===== src/rtl/mem_stage.sv =====
// Memory stage of the CPU pipeline: holds the instruction issued by pre-memory,
// waits for the DCache response of loads/stores, aligns and merges load data,
// forwards results to the bypass network and drops responses of flushed requests.

package mem_stage_pkg;

  typedef struct packed {
    logic       ex;
    logic [4:0] excode;
  } exception_t;

  typedef struct packed {
    logic [2:0]  load_op;
    logic        res_from_mem;
    logic        res_to_mem;
    logic        rf_we;
    logic [31:0] mem_addr;
    logic [4:0]  dest;
    logic [31:0] result;
    logic [31:0] pc;
    exception_t  exception;
    logic [2:0]  c0_op;
    logic [7:0]  c0_addr;
    logic [3:0]  tlb_op;
    logic [4:0]  cache_op;
  } pms_to_ms_bus_t;

  typedef struct packed {
    logic [3:0]  rf_wen;
    logic [4:0]  dest;
    logic [31:0] final_result;
    logic [31:0] pc;
    exception_t  exception;
    logic [2:0]  c0_op;
    logic [7:0]  c0_addr;
    logic [3:0]  tlb_op;
    logic [4:0]  cache_op;
  } ms_to_ws_bus_t;

  localparam logic [2:0] LOP_LW  = 3'd0;
  localparam logic [2:0] LOP_LB  = 3'd1;
  localparam logic [2:0] LOP_LBU = 3'd2;
  localparam logic [2:0] LOP_LH  = 3'd3;
  localparam logic [2:0] LOP_LHU = 3'd4;
  localparam logic [2:0] LOP_LWL = 3'd5;
  localparam logic [2:0] LOP_LWR = 3'd6;

endpackage

module mem_stage
  import mem_stage_pkg::*;
(
  input  logic           clk,
  input  logic           reset,
  input  logic           pms_to_valid,
  output logic           ms_allowin,
  input  logic           ws_allowin,
  output logic           ms_to_valid,
  input  pms_to_ms_bus_t pms_to_ms_bus,
  output ms_to_ws_bus_t  ms_to_ws_bus,
  input  logic           pipeline_flush,
  input  logic           dcache_req_fire,
  input  logic           dcache_data_ok,
  input  logic [31:0]    dcache_rdata,
  output logic [4:0]     fwd_dest,
  output logic [31:0]    fwd_result,
  output logic           fwd_pending
);

  logic           r_ms_valid;
  pms_to_ms_bus_t r_bus;
  logic           r_buf_valid;
  logic [31:0]    r_data_buf;
  logic [1:0]     r_outst;
  logic [1:0]     r_disc;

  logic           w_mem_inst;
  logic           w_need_data;
  logic           w_deliver;
  logic           w_ready_go;
  logic           w_leave;
  logic [1:0]     w_outst_nxt;
  logic [1:0]     w_disc_nxt;
  logic [31:0]    w_rd;
  logic [1:0]     w_off;
  logic [7:0]     w_byte;
  logic [15:0]    w_half;
  logic [31:0]    w_load_val;
  logic [3:0]     w_byte_mask;
  logic [31:0]    w_merged;
  logic [31:0]    w_final_result;
  logic [3:0]     w_rf_wen;

  // A response is only handed to the instruction once all flushed requests are drained.
  assign w_mem_inst  = r_bus.res_from_mem | r_bus.res_to_mem;
  assign w_need_data = r_ms_valid & w_mem_inst & ~r_bus.exception.ex;
  assign w_deliver   = dcache_data_ok & (r_disc == 2'd0);
  assign w_ready_go  = ~w_need_data | r_buf_valid | w_deliver;
  assign ms_allowin  = ~r_ms_valid | (w_ready_go & ws_allowin);
  assign ms_to_valid = r_ms_valid & w_ready_go;
  assign w_leave     = ms_to_valid & ws_allowin;
  assign fwd_pending = w_need_data & ~w_ready_go;

  // Next values of the outstanding-request and discard counters.
  always_comb begin
    w_outst_nxt = r_outst;
    w_disc_nxt  = r_disc;
    case ({dcache_req_fire, dcache_data_ok})
      2'b10: begin
        if (r_outst != 2'd2) begin
          w_outst_nxt = r_outst + 2'd1;
        end else begin
          w_outst_nxt = r_outst;
        end
      end
      2'b01: begin
        if (r_outst != 2'd0) begin
          w_outst_nxt = r_outst - 2'd1;
        end else begin
          w_outst_nxt = r_outst;
        end
      end
      default: w_outst_nxt = r_outst;
    endcase
    // On flush every request still in flight (after this cycle's traffic) is stale.
    if (pipeline_flush) begin
      w_disc_nxt = w_outst_nxt;
    end else if (dcache_data_ok && (r_disc != 2'd0)) begin
      w_disc_nxt = r_disc - 2'd1;
    end else begin
      w_disc_nxt = r_disc;
    end
  end

  // Load data alignment, extension and LWL/LWR byte merge with rt.
  always_comb begin
    w_rd        = r_buf_valid ? r_data_buf : dcache_rdata;
    w_off       = r_bus.mem_addr[1:0];
    w_byte      = w_rd[{w_off, 3'b000} +: 8];
    w_half      = w_rd[{w_off[1], 4'b0000} +: 16];
    w_load_val  = w_rd;
    w_byte_mask = 4'b1111;
    case (r_bus.load_op)
      LOP_LB:  w_load_val = {{24{w_byte[7]}}, w_byte};
      LOP_LBU: w_load_val = {24'h000000, w_byte};
      LOP_LH:  w_load_val = {{16{w_half[15]}}, w_half};
      LOP_LHU: w_load_val = {16'h0000, w_half};
      LOP_LWL: begin
        w_load_val  = w_rd << {(2'd3 - w_off), 3'b000};
        w_byte_mask = 4'b1111 << (2'd3 - w_off);
      end
      LOP_LWR: begin
        w_load_val  = w_rd >> {w_off, 3'b000};
        w_byte_mask = 4'b1111 >> w_off;
      end
      default: w_load_val = w_rd;
    endcase
    w_merged = r_bus.result;
    for (int i = 0; i < 4; i++) begin
      if (w_byte_mask[i]) begin
        w_merged[8*i +: 8] = w_load_val[8*i +: 8];
      end else begin
        w_merged[8*i +: 8] = r_bus.result[8*i +: 8];
      end
    end
    if (r_bus.exception.ex) begin
      w_rf_wen = 4'b0000;
    end else if (r_bus.res_from_mem) begin
      w_rf_wen = w_byte_mask & {4{r_bus.rf_we}};
    end else begin
      w_rf_wen = {4{r_bus.rf_we}};
    end
    w_final_result = r_bus.res_from_mem ? w_merged : r_bus.result;
  end

  // Assemble the write-back bus and the bypass outputs.
  always_comb begin
    ms_to_ws_bus.rf_wen       = w_rf_wen;
    ms_to_ws_bus.dest         = r_bus.dest;
    ms_to_ws_bus.final_result = w_final_result;
    ms_to_ws_bus.pc           = r_bus.pc;
    ms_to_ws_bus.exception    = r_bus.exception;
    ms_to_ws_bus.c0_op        = r_bus.c0_op;
    ms_to_ws_bus.c0_addr      = r_bus.c0_addr;
    ms_to_ws_bus.tlb_op       = r_bus.tlb_op;
    ms_to_ws_bus.cache_op     = r_bus.cache_op;
    if (r_ms_valid && r_bus.rf_we && !r_bus.exception.ex) begin
      fwd_dest = r_bus.dest;
    end else begin
      fwd_dest = 5'd0;
    end
    fwd_result = w_final_result;
  end

  // Stage valid bit and instruction bus register.
  always_ff @(posedge clk) begin
    if (reset) begin
      r_ms_valid <= 1'b0;
      r_bus      <= '0;
    end else begin
      if (pipeline_flush) begin
        r_ms_valid <= 1'b0;
      end else if (ms_allowin) begin
        r_ms_valid <= pms_to_valid;
      end
      if (pms_to_valid && ms_allowin) begin
        r_bus <= pms_to_ms_bus;
      end
    end
  end

  // Hold returned load data while write-back is stalled.
  always_ff @(posedge clk) begin
    if (reset) begin
      r_buf_valid <= 1'b0;
      r_data_buf  <= 32'h0000_0000;
    end else if (pipeline_flush || w_leave) begin
      r_buf_valid <= 1'b0;
    end else if (w_deliver && w_need_data && !r_buf_valid) begin
      r_buf_valid <= 1'b1;
      r_data_buf  <= dcache_rdata;
    end
  end

  // Outstanding and discard counters.
  always_ff @(posedge clk) begin
    if (reset) begin
      r_outst <= 2'd0;
      r_disc  <= 2'd0;
    end else begin
      r_outst <= w_outst_nxt;
      r_disc  <= w_disc_nxt;
    end
  end

endmodule


===== config.mk =====
export PLATFORM = sky130hd
export DESIGN_NAME = mem_stage
export DESIGN_NICKNAME = d
export VERILOG_FILES = /design/src/rtl/mem_stage.sv
export SDC_FILE = /design/constraint.sdc
export NUM_CORES = 1
export LEC_CHECK = 0
export BUFFER_PORTS_ARGS = -buffer_cell sky130_fd_sc_hd__buf_2
export CAP_MARGIN = 25
export CORE_MARGIN = 2
export CORE_UTILIZATION = 55
export CTS_BUF_LIST = sky130_fd_sc_hd__clkbuf_16
export CTS_CLUSTER_DIAMETER = 80
export DETAILED_ROUTE_END_ITERATION = 7
export GPL_ROUTABILITY_DRIVEN = 0
export PLACE_DENSITY = 0.84
export REMOVE_ABC_BUFFERS = 1
export SKIP_CTS_REPAIR_TIMING = 1
export SYNTH_ARGS = -nofsm -noshare
export SYNTH_HDL_FRONTEND = slang
export SYNTH_SLANG_ARGS = --single-unit

===== constraint.sdc =====
create_clock -name clk -period 3.1 [get_ports clk]
set_input_delay 0.155 -clock clk [delete_from_list [all_inputs] [get_ports clk]]
set_output_delay 0.155 -clock clk [all_outputs]
set_load 0.02 [all_outputs]

==> results.json <==
{
  "rr_endpoint": "ms_to_ws_bus[91]$_SDFFE_PP0P_",
  "htree_levels": 4,
  "ys_ff_latch": 141,
  "fill_cells": 1147,
  "dp.final_hpwl_um": 18800,
  "grt_pass1_wl_um": 38500,
  "clk_pin_slew_worst_paths_ns": 0.06,
  "worst-r2r-setup-slack_ns": 0.36,
  "layout_min_cycle_time_ns": 2.99,
  "clock_sinks": 141,
  "status": "finished with violations",
  "rr_worst_depth": 6,
  "min_path_cells": 3,
  "placed_cell_area_mm2": 0.00975,
  "drt_iter0_drc": 719,
  "maxCapViolations": 0,
  "multi_input_area_mm2": 0.00502,
  "yosys-top-cells-area": "dfxtp_1 32%, mux2i_1 21%, buf_4 8.4%",
  "cts.path.max_buffers": 2,
  "dr.pass1.iters": 5,
  "fmax_ghz": 0.335,
  "synth_area_mm2": 0.00888,
  "hp-class": "in2reg",
  "crit_type": "reg2out",
  "end_kind": "primary output",
  "final_common_cell": "buf_2",
  "ys.flop_type": "dfxtp_1",
  "slew_headroom": 0.343,
  "gr-usage-all-layers": 0.294,
  "wire_per_inst_um": 19.9,
  "area_delta_synth_final_pct": 27.4,
  "grt_remaining_overflow": 0,
  "die_area_mm2": 0.0172,
  "root_buffer": "clkbuf_16",
  "drive_above_1_share": 0.321,
  "synth_area_leader_cell": "dfxtp_1",
  "grt_pass1_vias": 7467,
  "holdPathEnd": "r_bus[61]$_SDFFE_PP0P_",
  "max-vdd-ir-drop_v": 0.000496,
  "setup_ws_ns": 0.114,
  "synth-edff-count": 0,
  "yosysUniqueCellTypes": 61,
  "rows": 46,
  "synth_top_area_share": 0.318,
  "setup_viol": 0,
  "seq_area_frac_synth": 0.318,
  "powerDensity_mw_per_mm2": 463,
  "dpl_worst_slack_ns": 0.416,
  "critPathRequiredTime_ns": 2.94,
  "final_cell_area_mm2": 0.0113,
  "crit_arrival_ns": 2.83,
  "fin_tns_setup_ns": 0,
  "layout.area.seq_mm2": 0.00283,
  "worstHoldStart": "pms_to_ms_bus[61]",
  "cts_tree": "yes",
  "insertion_delay_ns": 0.44,
  "die_h_um": 131,
  "rsz0062_at_grt": "no",
  "numCtsBuffers": 17,
  "violations": "negative hold slack",
  "vias": 8730,
  "ant_nets": 0,
  "p_leak_nw": 5.36,
  "crit_fanout": 10,
  "viasPerCell": 5.91,
  "ioPinCount": 311,
  "period_share": 0.963,
  "grt_max_degree": 95,
  "io_buffers": 280,
  "synth.avg_cell_area_um2": 8.95,
  "start_util": 0.561,
  "routed_wl_um": 29400,
  "skew_ns": 0.0118,
  "core_mm2": 0.0158,
  "slew_violations": 0,
  "antenna_found_initial": 4,
  "nNetsFinal": 1423,
  "whs_ns": -0.0438,
  "reg2reg_from": "r_ms_valid$_SDFFE_PP0P_",
  "tightest_slew_ns": 0.986,
  "die_w_um": 131,
  "drc": 0,
  "crit_path_start_kind": "flip-flop",
  "postSynth.asyncResetShare": 0,
  "yosysWarnings": 0,
  "netlist_instances": 992,
  "layout.cells.most_common_list": "279 x buf_2, 187 x mux2i_1, 166 x nor2_1",
  "hold_violations": 14
}
-- worst max-delay path: stages, from the launching register on --
cell and delay (ns):
dfxtp_4 0.42, mux4_2 0.57, a311oi_4 0.37, o31ai_4 0.11, buf_4 0.21, nor2_2 0.22, buf_4 0.20, a21oi_1 0.11
buf_2 0.18
-- how the worst max path moves through the flow --
stage | startpoint | end | cells past startpoint
3_5_place_dp | r_bus[131]$_SDFFE_PP0P_ | fwd_result[17] | 6
3_3_place_gp | r_buf_valid$_SDFFE_PP0P_ | ms_to_ws_bus[75] | 7
5_1_grt | r_bus[131]$_SDFFE_PP0P_ | ms_to_ws_bus[78] | 7
6_report | r_buf_valid$_SDFFE_PP0P_ | fwd_result[28] | 8
2_1_floorplan | r_buf_valid$_SDFFE_PP0P_ | ms_to_ws_bus[0]$_SDFFE_PP0P_ | 5
4_1_cts | r_bus[131]$_SDFFE_PP0P_ | fwd_result[17] | 6
-- cells in the mapped netlist (4+ instances only) --
library cell and count:
mux2i_1 187, nor2_1 166, dfxtp_1 141, buf_4 99
nand2_1 48, clkbuf_1 32, o21ai_0 30, buf_2 29
mux2_2 27, a21oi_1 21, mux4_2 17, o22ai_1 15
nor2b_1 14, nand2b_1 13, a211oi_1 12, inv_1 12
and3_1 9, a2111oi_0 7, a211o_1 6, a22o_1 6
ha_1 6, nand3_1 6, o221ai_1 6, buf_1 5
nor3_1 5, o22a_1 5, o32ai_1 5, and2_1 4
o31ai_1 4
-- cell type report --
type / instances / area share
Timing Repair Buffer: 400 / 0.226
Clock inverter: 15 / 0.0132
Multi-Input combinational cell: 672 / 0.444
Inverter: 13 / 0.00432
Sequential cell: 141 / 0.250
Clock buffer: 17 / 0.0376
Tap cell: 216 / 0.0239
Antenna cell: 2 / 0.000443
-- report_power, final --
group | switching, mW | internal (mW)
clock network | 0.899 | 1.13
logic | 0.716 | 0.516
registers | 0.0754 | 1.90
-- cells by family (layout without fill, tap and decap cells) --
logic type / after synthesis / in the layout / synth area share
simple gates: 283 / 283 / 0.140
mux: 231 / 231 / 0.288
buf+inv: 179 / 445 / 0.122
compound gates: 151 / 151 / 0.122
flops: 141 / 141 / 0.318
fa+ha+maj: 6 / 6 / 0.00846
xor+xnor: 1 / 1 / 0.000987
other cells: 0 / 2 / 0
-- metal layers --
layer / wire length [µm] / global-route usage / part of all wire
met5: 38 / 0 / 0.0013
met4: 1260 / 0.145 / 0.043
met3: 2910 / 0.0867 / 0.099
met2: 14600 / 0.502 / 0.50
met1: 10600 / 0.337 / 0.36
-- sequential cells by signal (all words and copies together) (netlist names) --
name	count
r_buf_valid	1
r_data_buf	32
r_outst	2
r_disc	2
ms_to_ws_bus	63
r_ms_valid	1
r_bus	40
-- per-stage QoR --
step / util / instances / power [mW]
5_1_grt: 0.714 / 1475 / 5.42
6_report: 0.714 / 1476 / 5.24
4_1_cts: 0.652 / 1380 / 5.11
3_5_place_dp: 0.616 / 1348 / 3.09
2_1_floorplan: - / 826 / 2.71
3_3_place_gp: 0.616 / 1348 / 3.07
Note: power is estimated with default switching activity, not from simulation.
